<file path="src/rtl/timer_arbiter_pkg.sv">
// Shared types and helpers for the timer arbiter.
package timer_arbiter_pkg;

  localparam int unsigned MAX_REQ = 8;

  typedef enum logic [1:0] {
    ST_IDLE = 2'd0,
    ST_RUN  = 2'd1,
    ST_DONE = 2'd2
  } state_e;

  // One-hot vector with bit idx set, sized for the largest supported requester count.
  function automatic logic [MAX_REQ-1:0] onehot(input int unsigned idx);
    onehot = MAX_REQ'(1) << idx;
  endfunction

endpackage

</file>
<file path="src/rtl/timer_arbiter_rr_arbiter.sv">
// Round-robin pick: first set request bit searching upward from last+1, wrapping.
module rr_arbiter
  import timer_arbiter_pkg::*;
#(
  parameter int unsigned NUM_REQ = 4,
  localparam int unsigned IDX_W = (NUM_REQ > 1) ? $clog2(NUM_REQ) : 1
) (
  input  logic [NUM_REQ-1:0] req,
  input  logic [IDX_W-1:0]   last,
  output logic [IDX_W-1:0]   winner,
  output logic               valid
);

  // Scan NUM_REQ positions starting just after the previous winner.
  always_comb begin
    int unsigned idx;
    idx    = 0;
    winner = '0;
    valid  = 1'b0;
    for (int unsigned k = 1; k <= NUM_REQ; k++) begin
      idx = (32'(last) + k) % NUM_REQ;
      if (!valid && ((req & NUM_REQ'(onehot(idx))) != '0)) begin
        winner = IDX_W'(idx);
        valid  = 1'b1;
      end
    end
  end

endmodule

</file>
<file path="src/rtl/timer_arbiter.sv">
// Shared loadable countdown timer granted round-robin among NUM_REQ requesters.
module timer_arbiter
  import timer_arbiter_pkg::*;
#(
  parameter int unsigned NUM_REQ   = 4,
  parameter int unsigned CNT_WIDTH = 8
) (
  input  logic                           clk,
  input  logic                           reset_n,
  input  logic                           tick_en,
  input  logic [NUM_REQ-1:0]             req,
  input  logic [NUM_REQ*CNT_WIDTH-1:0]   req_len,
  output logic [NUM_REQ-1:0]             grant,
  output logic [NUM_REQ-1:0]             done,
  output logic                           busy,
  output logic [CNT_WIDTH-1:0]           count
);

  localparam int unsigned IDX_W = (NUM_REQ > 1) ? $clog2(NUM_REQ) : 1;

  state_e                 state_q, state_d;
  logic [IDX_W-1:0]       cur_q, cur_d;
  logic [IDX_W-1:0]       last_q, last_d;
  logic [NUM_REQ-1:0]     grant_d, done_d;
  logic                   busy_d;
  logic [CNT_WIDTH-1:0]   count_d;
  logic [IDX_W-1:0]       win;
  logic                   win_valid;
  logic [CNT_WIDTH-1:0]   win_len;

  rr_arbiter #(.NUM_REQ(NUM_REQ)) u_rr (
    .req    (req),
    .last   (last_q),
    .winner (win),
    .valid  (win_valid)
  );

  // Length field of the current arbitration winner.
  always_comb begin
    win_len = CNT_WIDTH'(req_len >> (32'(win) * CNT_WIDTH));
  end

  // Next-state and next-output logic.
  always_comb begin
    state_d = state_q;
    cur_d   = cur_q;
    last_d  = last_q;
    grant_d = grant;
    done_d  = '0;
    count_d = count;
    case (state_q)
      ST_IDLE: begin
        if (win_valid) begin
          cur_d   = win;
          count_d = win_len;
          grant_d = NUM_REQ'(onehot(32'(win)));
          state_d = ST_RUN;
        end
      end
      ST_RUN: begin
        // grant is onehot(cur_q) throughout RUN, so it doubles as the winner mask.
        if ((req & grant) == '0) begin
          grant_d = '0;
          last_d  = cur_q;
          state_d = ST_IDLE;
        end else if (count == '0) begin
          grant_d = '0;
          done_d  = NUM_REQ'(onehot(32'(cur_q)));
          last_d  = cur_q;
          state_d = ST_DONE;
        end else if (tick_en) begin
          count_d = count - CNT_WIDTH'(1);
        end
      end
      ST_DONE: begin
        state_d = ST_IDLE;
      end
      default: begin
        grant_d = '0;
        state_d = ST_IDLE;
      end
    endcase
    busy_d = (state_d != ST_IDLE);
  end

  // State and registered outputs.
  always_ff @(posedge clk or negedge reset_n) begin
    if (!reset_n) begin
      state_q <= ST_IDLE;
      cur_q   <= '0;
      last_q  <= IDX_W'(NUM_REQ - 1);
      grant   <= '0;
      done    <= '0;
      busy    <= 1'b0;
      count   <= '0;
    end else begin
      state_q <= state_d;
      cur_q   <= cur_d;
      last_q  <= last_d;
      grant   <= grant_d;
      done    <= done_d;
      busy    <= busy_d;
      count   <= count_d;
    end
  end

endmodule
</file>
<file path="config.mk">
export PLATFORM = sky130hd
export DESIGN_NAME = timer_arbiter
export DESIGN_NICKNAME = d
export VERILOG_FILES = /design/src/rtl/timer_arbiter_pkg.sv /design/src/rtl/timer_arbiter_rr_arbiter.sv /design/src/rtl/timer_arbiter.sv
export SDC_FILE = /design/constraint.sdc
export NUM_CORES = 1
export LEC_CHECK = 0
export CORE_MARGIN = 10
export CORE_UTILIZATION = 29
export CTS_CLUSTER_DIAMETER = 60
export DETAILED_ROUTE_END_ITERATION = 7
export HOLD_SLACK_MARGIN = 0.1
export PLACE_DENSITY = 0.63
export SLEW_MARGIN = 20
export SYNTH_ARGS = -nofsm -noshare
export SYNTH_HDL_FRONTEND = slang
export SYNTH_SLANG_ARGS = --single-unit
</file>
<file path="constraint.sdc">
create_clock -name clk -period 4.3 [get_ports clk]
set_input_delay 0.645 -clock clk [delete_from_list [all_inputs] [get_ports clk]]
set_output_delay 0.645 -clock clk [all_outputs]
set_load 0.01 [all_outputs]
</file>
* Yosys cells after proc, flatten, opt, wreduce, memory -nomap -nowiden
Index checks and enable logic that the tools add are counted.
** Word-level totals
- Register bits :: 23
- Output and inout bits :: 17
** Cells by class
- Add/subtract/negate cells :: 5
- Equal/unequal tests :: 7
- Shift operators :: 7
- Mux-type cells :: 26
- Bitwise operators :: 6
- Reduce and logical (&&, ||, !) cells :: 20
** Operators by type and width (number)
- two-way mux 8 bit :: 4
- >> shifter 32 x 5 -> 8 bit :: 1
- two-way mux 4 bit :: 6
- left shift 1 x 2 -> 4 bit (first input constant) :: 6
- AND 4 bit :: 5
- two-way mux 2 bit :: 9
- one-hot mux 8 bit (2 select lines) :: 1
- nonzero test 4 bit :: 4
- one-hot mux 4 bit (3 select lines) :: 1
- logical NOT 8 bit :: 1
- subtractor 8 x 1 -> 8 bit (second input constant) :: 1
- inequality test 2 bit (second input constant) :: 3
- nonzero test 2 bit :: 3
- AND reduction 5 bit :: 1
- adder 2 x 1 -> 2 bit (second input constant) :: 2
- adder 2 bit (second input constant) :: 2
- logical NOT 4 bit :: 1
- two-way mux 1 bit :: 4
- one-hot mux 2 bit (2 select lines) :: 1
- AND reduction 2 bit :: 2
- logical AND 1 bit :: 3
- logical NOT 1 bit :: 3
- inequality test 3 bit (second input constant) :: 1
- AND reduction 3 bit :: 1
- other kinds (5) :: 5

* Depth between registers and ports, before layout
- Word-level depth :: 17
- Gate-level depth with buffers :: 10
- Gate-level depth less buffers :: 9

* Cells and area by module
Synthesis repeated with hierarchy kept, for this count alone.
** Unflattened totals
- Cell total of the unflattened synthesis :: 159
- Area total of the unflattened synthesis :: 1626.6 sq um
** Modules (own cells, without submodules)
- timer_arbiter :: instances 1, cells an instance 129, area an instance 1397.6 sq um, seq. area each 578.1 sq um
- rr_arbiter :: instances 1, cells an instance 30, area an instance 229.0 sq um, seq. area each 0.0 sq um

* Worst setup path after synthesis
No wires, ideal clock.
- Path type :: register to register
- Start :: register last_q[0]
- End :: register count[5]
- Library setup time :: 0.094 ns
- Data arrival time :: 2.588 ns
- Slack :: 1.618 ns
- Cell stages (with the launch flop) :: 9
- Clock period less this slack :: 2.682 ns
- Cell sequence :: dfstp_2 > inv_1 > ha_1 > a22oi_1 > nand2_1 > mux2_2 > o311ai_4 > mux2_2 > a221oi_2
** Between the ends
- Cells in the longest elaborated chain, start to end :: 17
** Ends and longest elaborated chain
- start, declared :: RTL line timer_arbiter.sv:23 : logic [IDX_W-1:0] last_q, last_d;
- start signal, assigned :: RTL line timer_arbiter.sv:91 : last_q <= IDX_W'(NUM_REQ - 1);
- start signal, assigned :: RTL line timer_arbiter.sv:99 : last_q <= last_d;
- adder 2 x 1 -> 2 bit :: RTL line timer_arbiter_rr_arbiter.sv:21 : idx = (32'(last) + k) % NUM_REQ;
- left shift 1 x 2 -> 4 bit :: RTL line timer_arbiter_pkg.sv:14 : onehot = MAX_REQ'(1) << idx;
- AND 4 bit :: RTL line timer_arbiter_rr_arbiter.sv:22 : if (!valid && ((req & NUM_REQ'(onehot(idx))) != '0)) begin
- nonzero test 4 bit :: RTL line timer_arbiter_rr_arbiter.sv:22
- two-way mux 1 bit :: RTL line timer_arbiter_rr_arbiter.sv:22
- logical NOT 1 bit :: RTL line timer_arbiter_rr_arbiter.sv:22
- logical AND 1 bit :: RTL line timer_arbiter_rr_arbiter.sv:22
- two-way mux 1 bit :: RTL line timer_arbiter_rr_arbiter.sv:22
- logical NOT 1 bit :: RTL line timer_arbiter_rr_arbiter.sv:22
- logical AND 1 bit :: RTL line timer_arbiter_rr_arbiter.sv:22
- two-way mux 1 bit :: RTL line timer_arbiter_rr_arbiter.sv:22
- logical NOT 1 bit :: RTL line timer_arbiter_rr_arbiter.sv:22
- logical AND 1 bit :: RTL line timer_arbiter_rr_arbiter.sv:22
- two-way mux 2 bit :: RTL line timer_arbiter_rr_arbiter.sv:22
- >> shifter 32 x 5 -> 8 bit :: RTL line timer_arbiter.sv:40 : win_len = CNT_WIDTH'(req_len >> (32'(win) * CNT_WIDTH));
- two-way mux 8 bit :: RTL line timer_arbiter.sv:53 : if (win_valid) begin
- one-hot mux 8 bit (2 select lines) :: RTL line timer_arbiter.sv:51 : case (state_q)
- end signal, assigned :: RTL line timer_arbiter.sv:103 : count <= count_d;
- end, declared :: RTL line timer_arbiter.sv:16 : output logic [CNT_WIDTH-1:0] count
Parallel ways exist; a longest one is shown, timed or not. The select of a mux whose other input is x is not followed.
A chain may end at the register's enable or synchronous reset.

* Final worst setup path
- Start :: register last_q[0]
- End :: register count[3]
Same word-level chain as after synthesis.

==> impl_metrics.yaml <==
yosys:
  syn_avg_cell_area_um2: 9.75
  synth.area.top_cells: "dfrtp_1 (33%), mux2_2 (6.5%), mux2i_1 (6.4%), nand2_1 (5.3%), a22oi_1 (4.8%)"
  yosysMostFrequentCell: "nand2_1"
  ys_async_sr_fraction_pct: 100
  synthesis.area_mm2: 0.00157
  synthDistinctLibCells: 46
  synthCells: 161
  seq_area_frac_synth_pct: 36.8
  yosysWarnings: 0
  synthFlopType: "dfrtp_1"
  ys_ff_latch: 23
  synth_nets: 206
  ys_top_cells_by_count: "nand2_1 (22), dfrtp_1 (21), nor2_1 (14)"
  synth_top_area_cell: "dfrtp_1"
  yosysTopAreaCellShare_pct: 33.5
  synth-edff-count: 0
pwr:
  ir_worst_vdd_mv: 0.309
  power_mw: 1.89
  power_density_mw_per_mm2: 841
  power_leakage_nw: 0.929
route:
  routedWlPerCell_um: 15.4
  drtIter0Drc: 52
  wl_mm: 4.45
  ant_nets: 0
  route.detailed.drc: 0
  vias: 1463
  routed_via_density: 5.06
  first_pass_iters: 4
clock_tree:
  cts_setup_buffers: 0
  root_buffer: "clkbuf_8"
  ctsHoldBuffers: 0
  cts_tree: "done"
  clk_latency_ns: 0.27
  numCtsBuffers: 3
  cts_resized: 0
  clk_pin_slew_ns: 0.09
  cts.htree.levels: 1
  clock-sinks: 23
  cts_max_path_buffers: 2
placement:
  port_buffers: 55
  dp.cells: 285
  gp_congestion: 0.785
  hpwl_mm: 3.60
worst_setup_path:
  worstPathMaxFanout: 20
  worst_r2r_path_depth: 10
  crit_chain: "inv_1 > ha_1 > a22oi_1 > a211oi_2 > a311oi_2 > xnor2_2 > buf_4 > mux2_2 > a22oi_1 > nand3_1"
  endpoint_kind: "register"
  max_stage_delay_ns: 0.64
  required_ns: 4.45
  cp_slowest_cell: "dfstp_2"
  path_class: "reg2reg"
  reg2reg_from: "last_q[0]"
  cp-start-kind: "register"
  reg2reg_slack_ns: 1.35
  crit_top_cell: "a22oi_1"
  r2r-end: "count[3]"
  cp.arrival_ns: 3.11
global_routing:
  globalRouteOverflowTotal: 0
  grt_pass1_wl_mm: 7.43
  grt_pass1_vias: 1527
  globalRouteTotalUtil_pct: 10.2
  grt_max_degree: 24
  antenna_found_initial: 0
sta:
  fmax_mhz: 338
  hold_viol_final: 0
  finalSetupViolations: 0
  final_max_slew_viol_count: 0
  finalSetupTns_ns: 0
  fin_skew_ns: 0.00396
  relSlewSlack_pct: 63.9
  rsz0062_at_grt: "false"
  whs_ns: 0.330
  timing.final.crit_share_pct: 68.7
  worst_slew_pin_slew_ns: 0.540
  fin_crit_ns: 2.95
layout:
  syn2layout_area_growth_pct: 43.5
  layout.nets: 265
  multi_input_area_um2: 963
  stdcell_count: 289
  regArea_um2: 578
  diodes: 0
  fillCellCount: 521
  drive_gt1_share_pct: 12.8
floorplanning:
  die_w_um: 93.6
  ioPinCount: 56
  core_area_mm2: 0.00517
  initial_utilization_pct: 30.3
  die_y_um: 93.6
  dieArea_mm2: 0.00875
  rows: 26
flow_run:
  drv_cap: 0
worst_hold_path:
  worstHoldPathType: "in2async"
outcome:
  status: "complete, no violations"
logic make-up (layout without fill, tap and decap cells):
kind of cell | Yosys count | count (layout) | synth area share [%]
AO/OA/AOI/OAI | 44 | 44 | 23.0
XOR/XNOR | 1 | 1 | 0.558
adder cells (fa/ha/maj) | 6 | 6 | 4.78
buffers and inverters | 7 | 65 | 2.23
flip-flops | 23 | 23 | 36.8
multiplexers | 21 | 21 | 14.5
AND/OR/NAND/NOR | 59 | 59 | 18.0
critical path: cells and delay by family (launching register included):
kind            cells  cell delay [ns]
simple gates        1             0.10
mux                 1             0.37
flops               1             0.64
compound gates      4             0.92
fa+ha+maj           1             0.26
buf+inv             2             0.42
xor+xnor            1             0.15
layer usage:
| metal | global-route usage, % | wire [um] | part of all wire, % |
|---|---|---|---|
| met5 | 0 | 0 | 0 |
| met4 | 1.65 | 14 | 0.31 |
| met3 | 4.64 | 422 | 9.5 |
| met2 | 17.3 | 2070 | 47 |
| met1 | 11.7 | 1940 | 44 |
report_power, final:
| group | internal (mW) | leakage, nW | switching (mW) |
|---|---|---|---|
| clock | 0.0648 | 0.0255 | 0.0721 |
| combinational | 0.650 | 0.621 | 0.680 |
| sequential | 0.312 | 0.283 | 0.113 |
| total | 1.03 | 0.929 | 0.865 |
cells in the final DEF (no fill, tap or decap), types with 2 or more instances in the layout:
master	count
clkdlybuf4s50_1	54
nand2_1	22
dfrtp_1	21
nor2_1	14
a22oi_1	10
mux2i_1	10
a21oi_1	9
mux2_2	9
ha_1	6
a22o_1	5
inv_1	4
nor3_1	4
o21ai_0	4
nor4_1	3
nand3_1	3
clkbuf_8	3
nor4b_1	2
o31ai_1	2
o21a_1	2
o22ai_1	2
dfstp_2	2
buf_4	2
flip-flops by register name, summed over array words and instances (netlist names):
signal and flops:
count 8, done 4, grant 4, cur_q 2
last_q 2, state_q 2, busy 1
layout make-up:
type	instances	share of cell area, %
Sequential cell	23	25.7
Timing Repair Buffer	57	24.9
Tap cell	70	3.89
Inverter	4	0.667
Multi-Input combinational cell	131	42.8
Clock inverter	1	0.222
Clock buffer	3	1.83
worst max-delay path by stage:
| stage | startpoint | to | depth (start not counted) |
|---|---|---|---|
| floorplan | last_q[0] | count[5] | 8 |
| global placement | req[0] | count[3] | 9 |
| detailed placement | req[1] | count[5] | 7 |
| CTS | last_q[0] | count[3] | 10 |
| global route | last_q[0] | count[3] | 10 |
| finish | last_q[0] | count[3] | 10 |
through the flow:
| stage | area (um2) | utilization [%] | worst slack (ns) |
|---|---|---|---|
| 4_1_cts | 2260 | 43.6 | 1.32 |
| 2_1_floorplan | 1570 | - | 1.62 |
| 5_1_grt | 2250 | 43.5 | 1.13 |
| 3_3_place_gp | 2210 | 42.7 | 1.20 |
| 3_5_place_dp | 2210 | 42.7 | 1.18 |
| 6_report | 2250 | 43.5 | 1.35 |
No activity file was read; power rests on OpenSTA's default activity.
